File: src/rtl/decode_pkg.sv
// rtl/decode_pkg.sv - shared constants, bundle layout and occupancy states for decode_stage
package decode_pkg;

  localparam int BUNDLE_W = 57;

  // Bundle layout, LSB first: is_branch, imm, func, op, unit, rd, rs2, rs1
  localparam int BR_BIT   = 0;
  localparam int IMM_LSB  = 1;
  localparam int FUNC_LSB = 33;
  localparam int OP_LSB   = 36;
  localparam int UNIT_LSB = 39;
  localparam int RD_LSB   = 42;
  localparam int RS2_LSB  = 47;
  localparam int RS1_LSB  = 52;

  localparam logic [2:0] UNIT_ASB    = 3'h0;
  localparam logic [2:0] UNIT_LOGIC  = 3'h1;
  localparam logic [2:0] UNIT_BRANCH = 3'h2;
  localparam logic [2:0] UNIT_LSU    = 3'h3;
  localparam logic [2:0] UNIT_MULDIV = 3'h4;
  localparam logic [2:0] UNIT_SYS    = 3'h5;

  localparam logic [2:0] ASB_OP_ADD   = 3'h0;
  localparam logic [2:0] ASB_OP_SUB   = 3'h1;
  localparam logic [2:0] ASB_OP_SLT   = 3'h2;
  localparam logic [2:0] ASB_OP_SLTU  = 3'h3;
  localparam logic [2:0] ASB_OP_LUI   = 3'h4;
  localparam logic [2:0] ASB_OP_AUIPC = 3'h5;

  localparam logic [2:0] LOGIC_OP_AND = 3'h0;
  localparam logic [2:0] LOGIC_OP_OR  = 3'h1;
  localparam logic [2:0] LOGIC_OP_XOR = 3'h2;
  localparam logic [2:0] LOGIC_OP_SLL = 3'h3;
  localparam logic [2:0] LOGIC_OP_SRL = 3'h4;
  localparam logic [2:0] LOGIC_OP_SRA = 3'h5;

  // Conditional branches use funct3 directly; jumps take the two unused funct3 codes
  localparam logic [2:0] BR_OP_JAL  = 3'b010;
  localparam logic [2:0] BR_OP_JALR = 3'b011;

  localparam logic [2:0] SYS_OP_ECALL  = 3'h0;
  localparam logic [2:0] SYS_OP_EBREAK = 3'h1;

  localparam logic [2:0] FN_REG      = 3'h0;
  localparam logic [2:0] FN_IMM      = 3'h1;
  localparam logic [2:0] LSU_FN_LOAD  = 3'h0;
  localparam logic [2:0] LSU_FN_STORE = 3'h1;
  localparam logic [2:0] LSU_FN_FENCE = 3'h2;

  localparam logic [6:0] OPC_LUI      = 7'b0110111;
  localparam logic [6:0] OPC_AUIPC    = 7'b0010111;
  localparam logic [6:0] OPC_JAL      = 7'b1101111;
  localparam logic [6:0] OPC_JALR     = 7'b1100111;
  localparam logic [6:0] OPC_BRANCH   = 7'b1100011;
  localparam logic [6:0] OPC_LOAD     = 7'b0000011;
  localparam logic [6:0] OPC_STORE    = 7'b0100011;
  localparam logic [6:0] OPC_OP_IMM   = 7'b0010011;
  localparam logic [6:0] OPC_OP       = 7'b0110011;
  localparam logic [6:0] OPC_MISC_MEM = 7'b0001111;
  localparam logic [6:0] OPC_SYSTEM   = 7'b1110011;

  localparam logic [31:0] INST_ECALL  = 32'h0000_0073;
  localparam logic [31:0] INST_EBREAK = 32'h0010_0073;

  typedef enum logic [1:0] {
    OCC_EMPTY = 2'd0,
    OCC_MAIN  = 2'd1,
    OCC_SKID  = 2'd2
  } occ_e;

  // {unit, op} for the shared integer ALU funct3 space; alt selects SUB/SRA
  function automatic logic [5:0] alu_unit_op(input logic [2:0] funct3, input logic alt);
    case (funct3)
      3'b000:  return {UNIT_ASB, alt ? ASB_OP_SUB : ASB_OP_ADD};
      3'b001:  return {UNIT_LOGIC, LOGIC_OP_SLL};
      3'b010:  return {UNIT_ASB, ASB_OP_SLT};
      3'b011:  return {UNIT_ASB, ASB_OP_SLTU};
      3'b100:  return {UNIT_LOGIC, LOGIC_OP_XOR};
      3'b101:  return {UNIT_LOGIC, alt ? LOGIC_OP_SRA : LOGIC_OP_SRL};
      3'b110:  return {UNIT_LOGIC, LOGIC_OP_OR};
      default: return {UNIT_LOGIC, LOGIC_OP_AND};
    endcase
  endfunction

endpackage

File: src/rtl/decode_stage_if.sv
// rtl/decode_stage_if.sv - fetch-side and issue-side handshake bundle of decode_stage
interface decode_stage_if
  import decode_pkg::*;
#(
  parameter int WIDTH = 2,
  parameter int XLEN  = 32
);
  logic                      i_valid;
  logic                      o_ready;
  logic [32*WIDTH-1:0]       i_inst;
  logic [XLEN-1:0]           i_pc;
  logic                      o_valid;
  logic                      i_ready;
  logic [BUNDLE_W*WIDTH-1:0] o_bundle;
  logic [WIDTH-1:0]          o_slot_valid;
  logic                      o_illegal;
  logic [1:0]                o_illegal_slot;
  logic [XLEN-1:0]           o_pc;

  modport slave (
    input  i_valid, i_inst, i_pc, i_ready,
    output o_ready, o_valid, o_bundle, o_slot_valid, o_illegal, o_illegal_slot, o_pc
  );

  modport master (
    output i_valid, i_inst, i_pc, i_ready,
    input  o_ready, o_valid, o_bundle, o_slot_valid, o_illegal, o_illegal_slot, o_pc
  );
endinterface

File: src/rtl/decode_slot.sv
// rtl/decode_slot.sv - combinational RV32I(+M) decode of one instruction into a 57-bit bundle
module decode_slot
  import decode_pkg::*;
#(
  parameter bit EN_M = 1'b0
) (
  input  logic [31:0]         i_inst,
  output logic [BUNDLE_W-1:0] o_bundle,
  output logic                o_legal
);

  logic [6:0]  opcode;
  logic [2:0]  funct3;
  logic [6:0]  funct7;
  logic [31:0] imm_i, imm_s, imm_b, imm_u, imm_j, imm_sh;

  assign opcode = i_inst[6:0];
  assign funct3 = i_inst[14:12];
  assign funct7 = i_inst[31:25];
  assign imm_i  = {{20{i_inst[31]}}, i_inst[31:20]};
  assign imm_s  = {{20{i_inst[31]}}, i_inst[31:25], i_inst[11:7]};
  assign imm_b  = {{19{i_inst[31]}}, i_inst[31], i_inst[7], i_inst[30:25], i_inst[11:8], 1'b0};
  assign imm_u  = {i_inst[31:12], 12'b0};
  assign imm_j  = {{11{i_inst[31]}}, i_inst[31], i_inst[19:12], i_inst[20], i_inst[30:21], 1'b0};
  assign imm_sh = {27'b0, i_inst[24:20]};

  logic [4:0]  f_rs1, f_rs2, f_rd;
  logic [2:0]  f_unit, f_op, f_func;
  logic [31:0] f_imm;
  logic        f_br;

  always_comb begin
    o_legal = 1'b0;
    f_rs1   = '0;
    f_rs2   = '0;
    f_rd    = '0;
    f_unit  = UNIT_ASB;
    f_op    = '0;
    f_func  = '0;
    f_imm   = '0;
    f_br    = 1'b0;
    // Compressed encodings (low bits != 2'b11) fall through as illegal
    if (i_inst[1:0] == 2'b11) begin
      case (opcode)
        OPC_LUI, OPC_AUIPC: begin
          o_legal = 1'b1;
          f_rd    = i_inst[11:7];
          f_op    = (opcode == OPC_LUI) ? ASB_OP_LUI : ASB_OP_AUIPC;
          f_imm   = imm_u;
        end
        OPC_JAL: begin
          o_legal = 1'b1;
          f_rd    = i_inst[11:7];
          f_unit  = UNIT_BRANCH;
          f_op    = BR_OP_JAL;
          f_imm   = imm_j;
          f_br    = 1'b1;
        end
        OPC_JALR: begin
          o_legal = (funct3 == 3'b000);
          f_rd    = i_inst[11:7];
          f_rs1   = i_inst[19:15];
          f_unit  = UNIT_BRANCH;
          f_op    = BR_OP_JALR;
          f_imm   = imm_i;
          f_br    = 1'b1;
        end
        OPC_BRANCH: begin
          o_legal = (funct3[2:1] != 2'b01);
          f_rs1   = i_inst[19:15];
          f_rs2   = i_inst[24:20];
          f_unit  = UNIT_BRANCH;
          f_op    = funct3;
          f_imm   = imm_b;
          f_br    = 1'b1;
        end
        OPC_LOAD: begin
          o_legal = (funct3 != 3'b011) && (funct3 != 3'b110) && (funct3 != 3'b111);
          f_rd    = i_inst[11:7];
          f_rs1   = i_inst[19:15];
          f_unit  = UNIT_LSU;
          f_op    = funct3;
          f_func  = LSU_FN_LOAD;
          f_imm   = imm_i;
        end
        OPC_STORE: begin
          o_legal = (funct3[2] == 1'b0) && (funct3[1:0] != 2'b11);
          f_rs1   = i_inst[19:15];
          f_rs2   = i_inst[24:20];
          f_unit  = UNIT_LSU;
          f_op    = funct3;
          f_func  = LSU_FN_STORE;
          f_imm   = imm_s;
        end
        OPC_OP_IMM: begin
          f_rd             = i_inst[11:7];
          f_rs1            = i_inst[19:15];
          f_func           = FN_IMM;
          {f_unit, f_op}   = alu_unit_op(funct3, (funct3 == 3'b101) && i_inst[30]);
          if (funct3 == 3'b001) begin
            o_legal = (funct7 == 7'h00);
            f_imm   = imm_sh;
          end else if (funct3 == 3'b101) begin
            o_legal = (funct7 == 7'h00) || (funct7 == 7'h20);
            f_imm   = imm_sh;
          end else begin
            o_legal = 1'b1;
            f_imm   = imm_i;
          end
        end
        OPC_OP: begin
          f_rd   = i_inst[11:7];
          f_rs1  = i_inst[19:15];
          f_rs2  = i_inst[24:20];
          f_func = FN_REG;
          if (funct7 == 7'h01) begin
            o_legal = EN_M;
            f_unit  = UNIT_MULDIV;
            f_op    = funct3;
          end else begin
            {f_unit, f_op} = alu_unit_op(funct3, i_inst[30]);
            o_legal = (funct7 == 7'h00) ||
                      ((funct7 == 7'h20) && ((funct3 == 3'b000) || (funct3 == 3'b101)));
          end
        end
        OPC_MISC_MEM: begin
          o_legal = (funct3 == 3'b000);
          f_unit  = UNIT_LSU;
          f_func  = LSU_FN_FENCE;
        end
        OPC_SYSTEM: begin
          o_legal = (i_inst == INST_ECALL) || (i_inst == INST_EBREAK);
          f_unit  = UNIT_SYS;
          f_op    = (i_inst == INST_EBREAK) ? SYS_OP_EBREAK : SYS_OP_ECALL;
        end
        default: o_legal = 1'b0;
      endcase
    end
  end

  always_comb begin
    o_bundle                   = '0;
    o_bundle[BR_BIT]           = f_br;
    o_bundle[IMM_LSB  +: 32]   = f_imm;
    o_bundle[FUNC_LSB +: 3]    = f_func;
    o_bundle[OP_LSB   +: 3]    = f_op;
    o_bundle[UNIT_LSB +: 3]    = f_unit;
    o_bundle[RD_LSB   +: 5]    = f_rd;
    o_bundle[RS2_LSB  +: 5]    = f_rs2;
    o_bundle[RS1_LSB  +: 5]    = f_rs1;
  end

endmodule

File: src/rtl/decode_stage.sv
// rtl/decode_stage.sv - registered WIDTH-slot decode stage with skid buffer, flush and illegal report
module decode_stage
  import decode_pkg::*;
#(
  parameter int WIDTH = 2,
  parameter bit EN_M  = 1'b0,
  parameter int XLEN  = 32
) (
  input logic          i_clk,
  input logic          i_rst_n,
  input logic          i_flush,
  decode_stage_if.slave bus
);

  localparam int BW     = BUNDLE_W * WIDTH;
  localparam int BEAT_W = XLEN + 2 + 1 + WIDTH + BW;

  logic [BW-1:0]    dec_bundle;
  logic [WIDTH-1:0] dec_legal;

  for (genvar k = 0; k < WIDTH; k++) begin : g_slot
    decode_slot #(.EN_M(EN_M)) u_slot (
      .i_inst   (bus.i_inst[32*k +: 32]),
      .o_bundle (dec_bundle[BUNDLE_W*k +: BUNDLE_W]),
      .o_legal  (dec_legal[k])
    );
  end

  // Slots at or after the first illegal one are never issued
  logic [WIDTH-1:0] slot_ok;
  logic [1:0]       first_bad;
  logic             any_bad;

  always_comb begin
    slot_ok   = '0;
    first_bad = '0;
    any_bad   = 1'b0;
    for (int k = 0; k < WIDTH; k++) begin
      if (!any_bad && !dec_legal[k]) begin
        any_bad   = 1'b1;
        first_bad = k[1:0];
      end
      slot_ok[k] = dec_legal[k] && !any_bad;
    end
  end

  logic [BEAT_W-1:0] new_beat, main_q, skid_q;
  assign new_beat = {bus.i_pc, first_bad, any_bad, slot_ok, dec_bundle};

  occ_e state_q, state_d;
  logic accept, drain;
  logic load_main_new, load_main_skid, load_skid;

  assign bus.o_valid = (state_q != OCC_EMPTY);
  assign bus.o_ready = (state_q != OCC_SKID);
  assign accept      = bus.i_valid && bus.o_ready;
  assign drain       = bus.o_valid && bus.i_ready;

  always_ff @(posedge i_clk or negedge i_rst_n) begin
    if (!i_rst_n) state_q <= OCC_EMPTY;
    else          state_q <= state_d;
  end

  always_comb begin
    state_d        = state_q;
    load_main_new  = 1'b0;
    load_main_skid = 1'b0;
    load_skid      = 1'b0;
    if (i_flush) begin
      state_d = OCC_EMPTY;
    end else begin
      case (state_q)
        OCC_EMPTY: begin
          if (accept) begin
            state_d       = OCC_MAIN;
            load_main_new = 1'b1;
          end
        end
        OCC_MAIN: begin
          if (accept && drain) begin
            load_main_new = 1'b1;
          end else if (accept) begin
            state_d   = OCC_SKID;
            load_skid = 1'b1;
          end else if (drain) begin
            state_d = OCC_EMPTY;
          end
        end
        OCC_SKID: begin
          if (drain) begin
            state_d        = OCC_MAIN;
            load_main_skid = 1'b1;
          end
        end
        default: state_d = OCC_EMPTY;
      endcase
    end
  end

  always_ff @(posedge i_clk or negedge i_rst_n) begin
    if (!i_rst_n) begin
      main_q <= '0;
      skid_q <= '0;
    end else begin
      if (load_main_new)       main_q <= new_beat;
      else if (load_main_skid) main_q <= skid_q;
      if (load_skid)           skid_q <= new_beat;
    end
  end

  assign bus.o_bundle       = main_q[BW-1:0];
  assign bus.o_slot_valid   = main_q[BW +: WIDTH];
  assign bus.o_illegal      = main_q[BW + WIDTH];
  assign bus.o_illegal_slot = main_q[BW + WIDTH + 1 +: 2];
  assign bus.o_pc           = main_q[BW + WIDTH + 3 +: XLEN];

endmodule

File: src/flat_wrapper.sv
// flat-port wrapper written by rule: the top's interface ports become plain ports
module decode_stage_flat import decode_pkg::*;
#(
  parameter int WIDTH = 2,
  parameter bit EN_M  = 1'b0,
  parameter int XLEN  = 32
)
  (i_clk, i_rst_n, i_flush, bus_i_valid, bus_i_inst, bus_i_pc, bus_i_ready, bus_o_ready, bus_o_valid, bus_o_bundle, bus_o_slot_valid, bus_o_illegal, bus_o_illegal_slot, bus_o_pc);
  decode_stage_if #(.WIDTH(WIDTH), .XLEN(XLEN)) bus_i ();
  input logic i_clk;
  input logic i_rst_n;
  input logic i_flush;
  input wire logic [$bits(bus_i.i_valid)-1:0] bus_i_valid;
  input wire logic [$bits(bus_i.i_inst)-1:0] bus_i_inst;
  input wire logic [$bits(bus_i.i_pc)-1:0] bus_i_pc;
  input wire logic [$bits(bus_i.i_ready)-1:0] bus_i_ready;
  output wire logic [$bits(bus_i.o_ready)-1:0] bus_o_ready;
  output wire logic [$bits(bus_i.o_valid)-1:0] bus_o_valid;
  output wire logic [$bits(bus_i.o_bundle)-1:0] bus_o_bundle;
  output wire logic [$bits(bus_i.o_slot_valid)-1:0] bus_o_slot_valid;
  output wire logic [$bits(bus_i.o_illegal)-1:0] bus_o_illegal;
  output wire logic [$bits(bus_i.o_illegal_slot)-1:0] bus_o_illegal_slot;
  output wire logic [$bits(bus_i.o_pc)-1:0] bus_o_pc;
  assign bus_i.i_valid = bus_i_valid;
  assign bus_i.i_inst = bus_i_inst;
  assign bus_i.i_pc = bus_i_pc;
  assign bus_i.i_ready = bus_i_ready;
  assign bus_o_ready = bus_i.o_ready;
  assign bus_o_valid = bus_i.o_valid;
  assign bus_o_bundle = bus_i.o_bundle;
  assign bus_o_slot_valid = bus_i.o_slot_valid;
  assign bus_o_illegal = bus_i.o_illegal;
  assign bus_o_illegal_slot = bus_i.o_illegal_slot;
  assign bus_o_pc = bus_i.o_pc;
  decode_stage #(.WIDTH(WIDTH), .EN_M(EN_M), .XLEN(XLEN)) u_core (.i_clk(i_clk), .i_rst_n(i_rst_n), .i_flush(i_flush), .bus(bus_i));
endmodule
File: config.mk
export PLATFORM = sky130hd
export DESIGN_NAME = decode_stage_flat
export DESIGN_NICKNAME = d
export VERILOG_FILES = /design/src/rtl/decode_pkg.sv /design/src/rtl/decode_stage_if.sv /design/src/rtl/decode_slot.sv /design/src/rtl/decode_stage.sv /design/src/flat_wrapper.sv
export SDC_FILE = /design/constraint.sdc
export NUM_CORES = 1
export LEC_CHECK = 0
export BUFFER_PORTS_ARGS = -buffer_cell sky130_fd_sc_hd__buf_4
export CAP_MARGIN = 20
export CORE_ASPECT_RATIO = 1.1
export CORE_MARGIN = 5
export CORE_UTILIZATION = 25
export DETAILED_ROUTE_END_ITERATION = 16
export GPL_ROUTABILITY_DRIVEN = 0
export SLEW_MARGIN = 20
export SYNTH_ARGS = -nofsm -noshare
export SYNTH_HDL_FRONTEND = slang
export SYNTH_SLANG_ARGS = --single-unit
File: constraint.sdc
create_clock -name i_clk -period 3.3 [get_ports i_clk]
set_clock_uncertainty 0.05 [all_clocks]
set_input_delay 0.165 -clock i_clk [delete_from_list [all_inputs] [get_ports i_clk]]
set_output_delay 0.165 -clock i_clk [all_outputs]
set_load 0.01 [all_outputs]
### Word-level counts from Yosys, hierarchy flattened

Index checks and enable logic that the tools add are counted.

| storage, ports and cells | value |
|---|---|
| output and inout port bits | 153 |
| register bits after elaboration | 304 |
| word-level logic and storage cells | 209 |

| cells by class | value |
|---|---|
| bitwise logic cells | 2 |
| equality and inequality tests | 61 |
| mux-type cells | 88 |
| reductions and logical operators | 55 |

Operators with widths:

| kind | count |
|---|---|
| $pmux 32 s6 | 2 |
| $mux 151 | 2 |
| $mux 32 | 6 |
| $pmux 4 s7 | 4 |
| $eq 32x21->1 const B | 2 |
| $eq 32x7->1 const B | 2 |
| $mux 5 | 12 |
| $eq 7x6->1 const B | 8 |
| $eq 7x7->1 const B | 8 |
| $pmux 3 s7 | 2 |
| $mux 1 | 36 |
| $pmux 3 s5 | 2 |
| $reduce_or 3->1 | 10 |
| $eq 7x5->1 const B | 4 |
| $mux 3 | 8 |
| $eq 3x3->1 const B | 6 |
| $mux 2 | 8 |
| $pmux 1 s8 | 2 |
| $reduce_or 2->1 | 8 |
| $logic_and 1x1->1 | 15 |
| $ne 3x3->1 const B | 5 |
| $eq 7x1->1 const B | 2 |
| $eq 7x2->1 const B | 2 |
| $eq 7x4->1 const B | 2 |
| other kinds (21) | 48 |

### Longest topological paths before layout

| depth | value |
|---|---|
| depth after elaboration | 13 |
| depth in mapped cells | 8 |
| gate-level depth less buffers | 6 |

### Hierarchy

From an unflattened synthesis, not the netlist that was laid out.

| second synthesis, totals | value |
|---|---|
| cell total of the unflattened synthesis | 1210 |
| area, all modules | 14705.4 um2 |

By module, submodules not included:

| module | sequential area each (um2) | cells each | area an instance (um2) | times used |
|---|---|---|---|---|
| decode_stage | 7557.2 | 837 | 12365.6 | 1 |
| decode_slot (u_core.g_slot[1].u_slot) | 0.0 | 191 | 1191.1 | 1 |
| decode_slot (u_core.g_slot[0].u_slot) | 0.0 | 182 | 1148.6 | 1 |

### Worst setup path before layout

Ideal clock, no wire load.

| timing path | value |
|---|---|
| path kind | reg-to-reg |
| start | reg u_core.state_q[0] |
| end | reg u_core.main_q[30] |
| arrival | 1.636 ns |
| required time | 3.115 ns |
| setup time | 0.135 ns |
| stages on the path, launching flop included | 9 |
| setup slack | 1.478 ns |
| cell sequence | dfrtp_1 nor2b_1 inv_2 nor3b_2 nor2_1 buf_2 buf_1 a22oi_1 o21ai_0 |

| on the way | value |
|---|---|
| cells in the longest elaborated chain, start to end | 7 |

RTL lines:

| element | line | RTL |
|---|---|---|
| start: declaration | decode_stage.sv:50 | `occ_e state_q, state_d;` |
| start signal: assignment | decode_stage.sv:61 | `else state_q <= state_d;` |
| $ne 2x2->1 * | decode_stage.sv:55 | `assign bus.o_ready = (state_q != OCC_SKID);` |
| named net bus_o_ready | flat_wrapper.sv:17 | `output wire logic [$bits(bus_i.o_ready)-1:0] bus_o_ready;` |
| $logic_and 1x1->1 * | decode_stage.sv:56 | `assign accept = bus.i_valid && bus.o_ready;` |
| $logic_and 1x1->1 | decode_stage.sv:80 | `if (accept && drain) begin` |
| $mux 1 | decode_stage.sv:80 |  |
| $pmux 1 s2 * | decode_stage.sv:72 | `case (state_q)` |
| $mux 1 * | decode_stage.sv:69 | `if (i_flush) begin` |
| $mux 151 / $reduce_bool 2->1 (equally long branches) | -- |  |
| end signal: assignment | decode_stage.sv:105 | `if (load_main_new) main_q <= new_beat;` |
| end signal: assignment | decode_stage.sv:106 | `else if (load_main_skid) main_q <= skid_q;` |
| end: declaration | decode_stage.sv:47 | `logic [BEAT_W-1:0] new_beat, main_q, skid_q;` |

Mark *: on every way through the listed nets, which the timed path passes. The rest lies on a longest branch.
A chain may end at the register's enable or synchronous reset.

### Worst setup path after layout

| timing path | value |
|---|---|
| start | reg u_core.state_q[1] |
| end | reg u_core.main_q[47] |

| on the way | value |
|---|---|
| cells in the longest elaborated chain, start to end | 7 |

RTL lines:

| element | line |
|---|---|
| $ne 2x2->1 / $reduce_bool 2->1 (equally long branches) | decode_stage.sv:55, decode_stage.sv:54 |
| $logic_and 1x1->1 (on tied branches) | decode_stage.sv:56, decode_stage.sv:57 |
| $logic_and 1x1->1 | decode_stage.sv:80 |
| $mux 1 | decode_stage.sv:80 |
| $pmux 1 s2 | decode_stage.sv:72 |
| $mux 1 | decode_stage.sv:69 |
| $mux 151 / $reduce_bool 2->1 (equally long branches) | -- |

Several ways; a longest one is shown, not always the timed one.

==> results.py <==
metrics = {
    "logic_synthesis": {
        "ys_seq_area_frac": 0.549,
        "ys_seq_elements": 298,
        "netlist.area_leader.share": 0.549,
        "synthArstFlopShare": 1.00,
        "synth_area_leader_cell": "dfrtp_1",
        "synthDistinctLibCells": 66,
        "synth_area_sq_um": 13600,
        "synth_cells": 1457,
        "synth_edf_count": 0,
        "synthFlopType": "dfrtp_1",
        "synth.top_cells.by_area": "dfrtp_1 (55%), nand2_1 (10%), a22oi_1 (5.4%)",
        "syn_area_per_cell_sq_um": 9.33,
        "ys_warn_count": 0,
    },
    "placement": {
        "place_area_sq_um": 16200,
        "hpwlAfterDp_um": 32300,
        "port_buffers": 250,
        "post-place-cells": 2346,
        "place_ws_ns": 0.879,
    },
    "clock_tree": {
        "clkTransAtPathRegs_ns": 0.06,
        "clk_latency_ns": 0.55,
        "numCtsBuffers": 34,
        "cts_sinks": 298,
        "cts_hold_buf": 90,
        "cts_tree": "built",
        "cts_buffer_depth": 3,
        "h-tree-depth": 2,
        "cts_resized": 0,
        "post_cts_buffers": 0,
        "clock_tree.root_cell": "clkbuf_16",
    },
    "worst_setup_path": {
        "cp_data_required_time_ns": 3.74,
        "reg2reg_to": "u_core.main_q[47]$_DFFE_PN0P_",
        "max_stage_delay_ns": 0.45,
        "endpoint_kind": "register",
        "crit_fanout": 35,
        "crit_path_top_delay_cell": "nand2_2",
        "r2r_slack_ns": 0.89,
        "startpoint_type": "register",
        "crit_buf_inv": 1,
        "crit_family": "simple AND/OR/NAND/NOR gates",
        "reg2reg_depth": 6,
        "path_cells": "nand2b_1, nor2_1, nand2_2, buf_4, nor2_1, a221o_1",
        "arrival_ns": 2.86,
        "crit_top_cell": "nor2_1",
        "path_class": "register to register",
        "rr_startpoint": "u_core.state_q[1]$_DFFE_PN0P_",
    },
    "timing": {
        "setup_tns_ns": 0,
        "hold_viol_final": 0,
        "maxSlewHeadroom": 0.415,
        "min_period_ns": 2.41,
        "rsz0062_at_grt": "false",
        "setup_viol": 0,
        "tightest_slew_ns": 0.878,
        "holdWs_ns": 0.0452,
        "fin_crit_sh": 0.732,
        "slew_violations": 0,
        "fin_ws_ns": 0.885,
        "fmax_mhz": 414,
    },
    "run": {
        "maxCapViolations": 0,
    },
    "route": {
        "firstDrtPassIters": 7,
        "avgRoutedWirePerCell_um": 19.2,
        "viasPerCell": 4.99,
        "finalWirelength_um": 47900,
        "vias": 12452,
        "postRouteAntennaNets": 0,
        "drt_iter0_drc": 1241,
        "drc": 0,
    },
    "cells_and_area": {
        "stdcell_area_sq_um": 18300,
        "fin_util": 0.340,
        "synthToLayoutAreaGrowth_pct": 34.4,
        "layoutNonFillerInstCount": 2497,
        "drive_gt1_frac": 0.202,
        "fin_nets": 1845,
    },
    "global_route": {
        "grt_use_total": 0.158,
        "grt_overflow_total": 0,
        "antenna_found_initial": 1,
        "grt_pass1_wl_um": 74000,
        "grt_max_degree": 148,
        "first_global_vias": 12793,
    },
    "run_status": {
        "status": "finished, final reports clean",
    },
    "hold_path": {
        "whs_path_depth": 3,
        "min_from": "bus_i_inst[44]",
        "hold_class": "primary input to register",
        "whs_endpoint": "u_core.main_q[70]$_DFFE_PN0P_",
    },
    "power_and_ir_drop": {
        "cellLeakagePower_nw": 8.70,
        "power-per-cell-area_nw_per_um2": 519,
        "p_total_mw": 9.49,
        "vdd_drop_max_uv": 289,
    },
    "die": {
        "chipWidth_um": 232,
        "initial_core_util": 0.253,
        "rows": 89,
        "coreArea_sq_um": 53800,
        "io_pins": 254,
        "die_area_sq_um": 59100,
        "fp.dieH_um": 255,
    },
}
[per-layer routing]
layer  routed length [um]  vias to the layer above  track usage
li1                     -                     5734            -
met1                20200                     6112        0.208
met2                21900                      514        0.250
met3                 4110                       92       0.0435
met4                 1650                        0       0.0584
met5                    0                        -            0
[worst max path at each step]
stage | start | endpoint | slack (ns) | depth (start not counted)
2_1_floorplan | u_core.state_q[0]$_DFFE_PN0P_ | u_core.main_q[30]$_DFFE_PN0P_ | 1.48 | 8
3_3_place_gp | u_core.state_q[1]$_DFFE_PN0P_ | u_core.main_q[0]$_DFFE_PN0P_ | 0.88 | 7
6_report | u_core.state_q[1]$_DFFE_PN0P_ | u_core.main_q[47]$_DFFE_PN0P_ | 0.89 | 6
3_5_place_dp | u_core.state_q[1]$_DFFE_PN0P_ | u_core.main_q[51]$_DFFE_PN0P_ | 0.88 | 6
4_1_cts | u_core.state_q[1]$_DFFE_PN0P_ | u_core.main_q[51]$_DFFE_PN0P_ | 0.88 | 6
5_1_grt | u_core.state_q[1]$_DFFE_PN0P_ | u_core.main_q[51]$_DFFE_PN0P_ | 0.70 | 6
[flip-flops by register name, summed over array words and instances, names as in the netlist]
name / cells
u_core.main_q: 148
u_core.skid_q: 148
u_core.state_q: 2
[layout make-up]
cell class	count	area, sq um
inverter	28	105
clock buffer	43	945
sequential	298	7460
timing repair buffer	362	3030
fill	5390	35500
tap	728	911
antenna	1	2.50
clock inverter	17	241
multi-input combinational	1020	5590
[cells in the mapped netlist, types with 2 or more instances]
cell type / n
nand4_1: 8
a221o_1: 18
and3b_1: 2
or2_2: 3
buf_1: 12
nor4_2: 2
a211oi_1: 4
mux2i_1: 3
nor3_2: 2
nor2_1: 42
and3_1: 43
and2_1: 5
a211oi_2: 4
and4bb_2: 2
buf_2: 39
o211ai_1: 3
a22o_1: 26
a222oi_1: 17
o21ai_1: 20
a21boi_0: 3
o21ai_0: 119
nand3_1: 33
a31oi_1: 14
o31ai_1: 2
and4_1: 2
nor3_1: 15
or3_1: 4
xor2_1: 2
a21oi_1: 75
o22ai_1: 2
o21a_1: 3
nor4_1: 10
mux2_2: 3
clkbuf_1: 59
a22oi_1: 97
xnor2_1: 2
dfrtp_1: 298
a21o_1: 11
nand2_1: 370
buf_4: 3
nand3b_1: 4
nor2b_1: 8
nand2b_1: 14
inv_1: 27
[tightest hold or removal path, stage by stage]
cell     delay (ns)
buf_4          0.16
a21oi_1        0.11
a21oi_1        0.15
[power by group]
group          switching [mW]  leakage, nW  internal, mW
clock network            1.59        0.581          2.44
logic                   0.726         4.13         0.573
registers               0.202         3.99          3.96
total                    2.51         8.70          6.97
[cell usage in the layout, fill, tap and decap left out, types with 4 or more instances in the layout]
cell,n
nand2_1,368
dfrtp_1,298
buf_4,265
o21ai_0,119
a22oi_1,97
dlygate4sd3_1,90
a21oi_1,75
and3_1,43
nor2_1,41
clkbuf_16,34
nand3_1,33
inv_1,27
a22o_1,26
o21ai_1,20
a221o_1,18
a222oi_1,17
nand2b_1,14
a31oi_1,14
nor3_1,13
a21o_1,11
nor4_1,10
nor2b_1,8
nand4_1,8
clkbuf_8,6
buf_12,6
and2_1,5
clkinv_2,5
bufinv_16,5
nor3_2,4
nand3b_1,4
a211oi_1,4
a211oi_2,4
or3_1,4
[cells by family after synthesis]
family,count (synthesis),share of synthesized area
multiplexers,6,0.00469
AND/OR/NAND/NOR,578,0.192
AO/OA/AOI/OAI,429,0.208
XOR/XNOR,4,0.00258
buffers and inverters,141,0.0434
flip-flops,298,0.549
other,1,0.000276
Note: power is estimated with default switching activity, not from simulation.
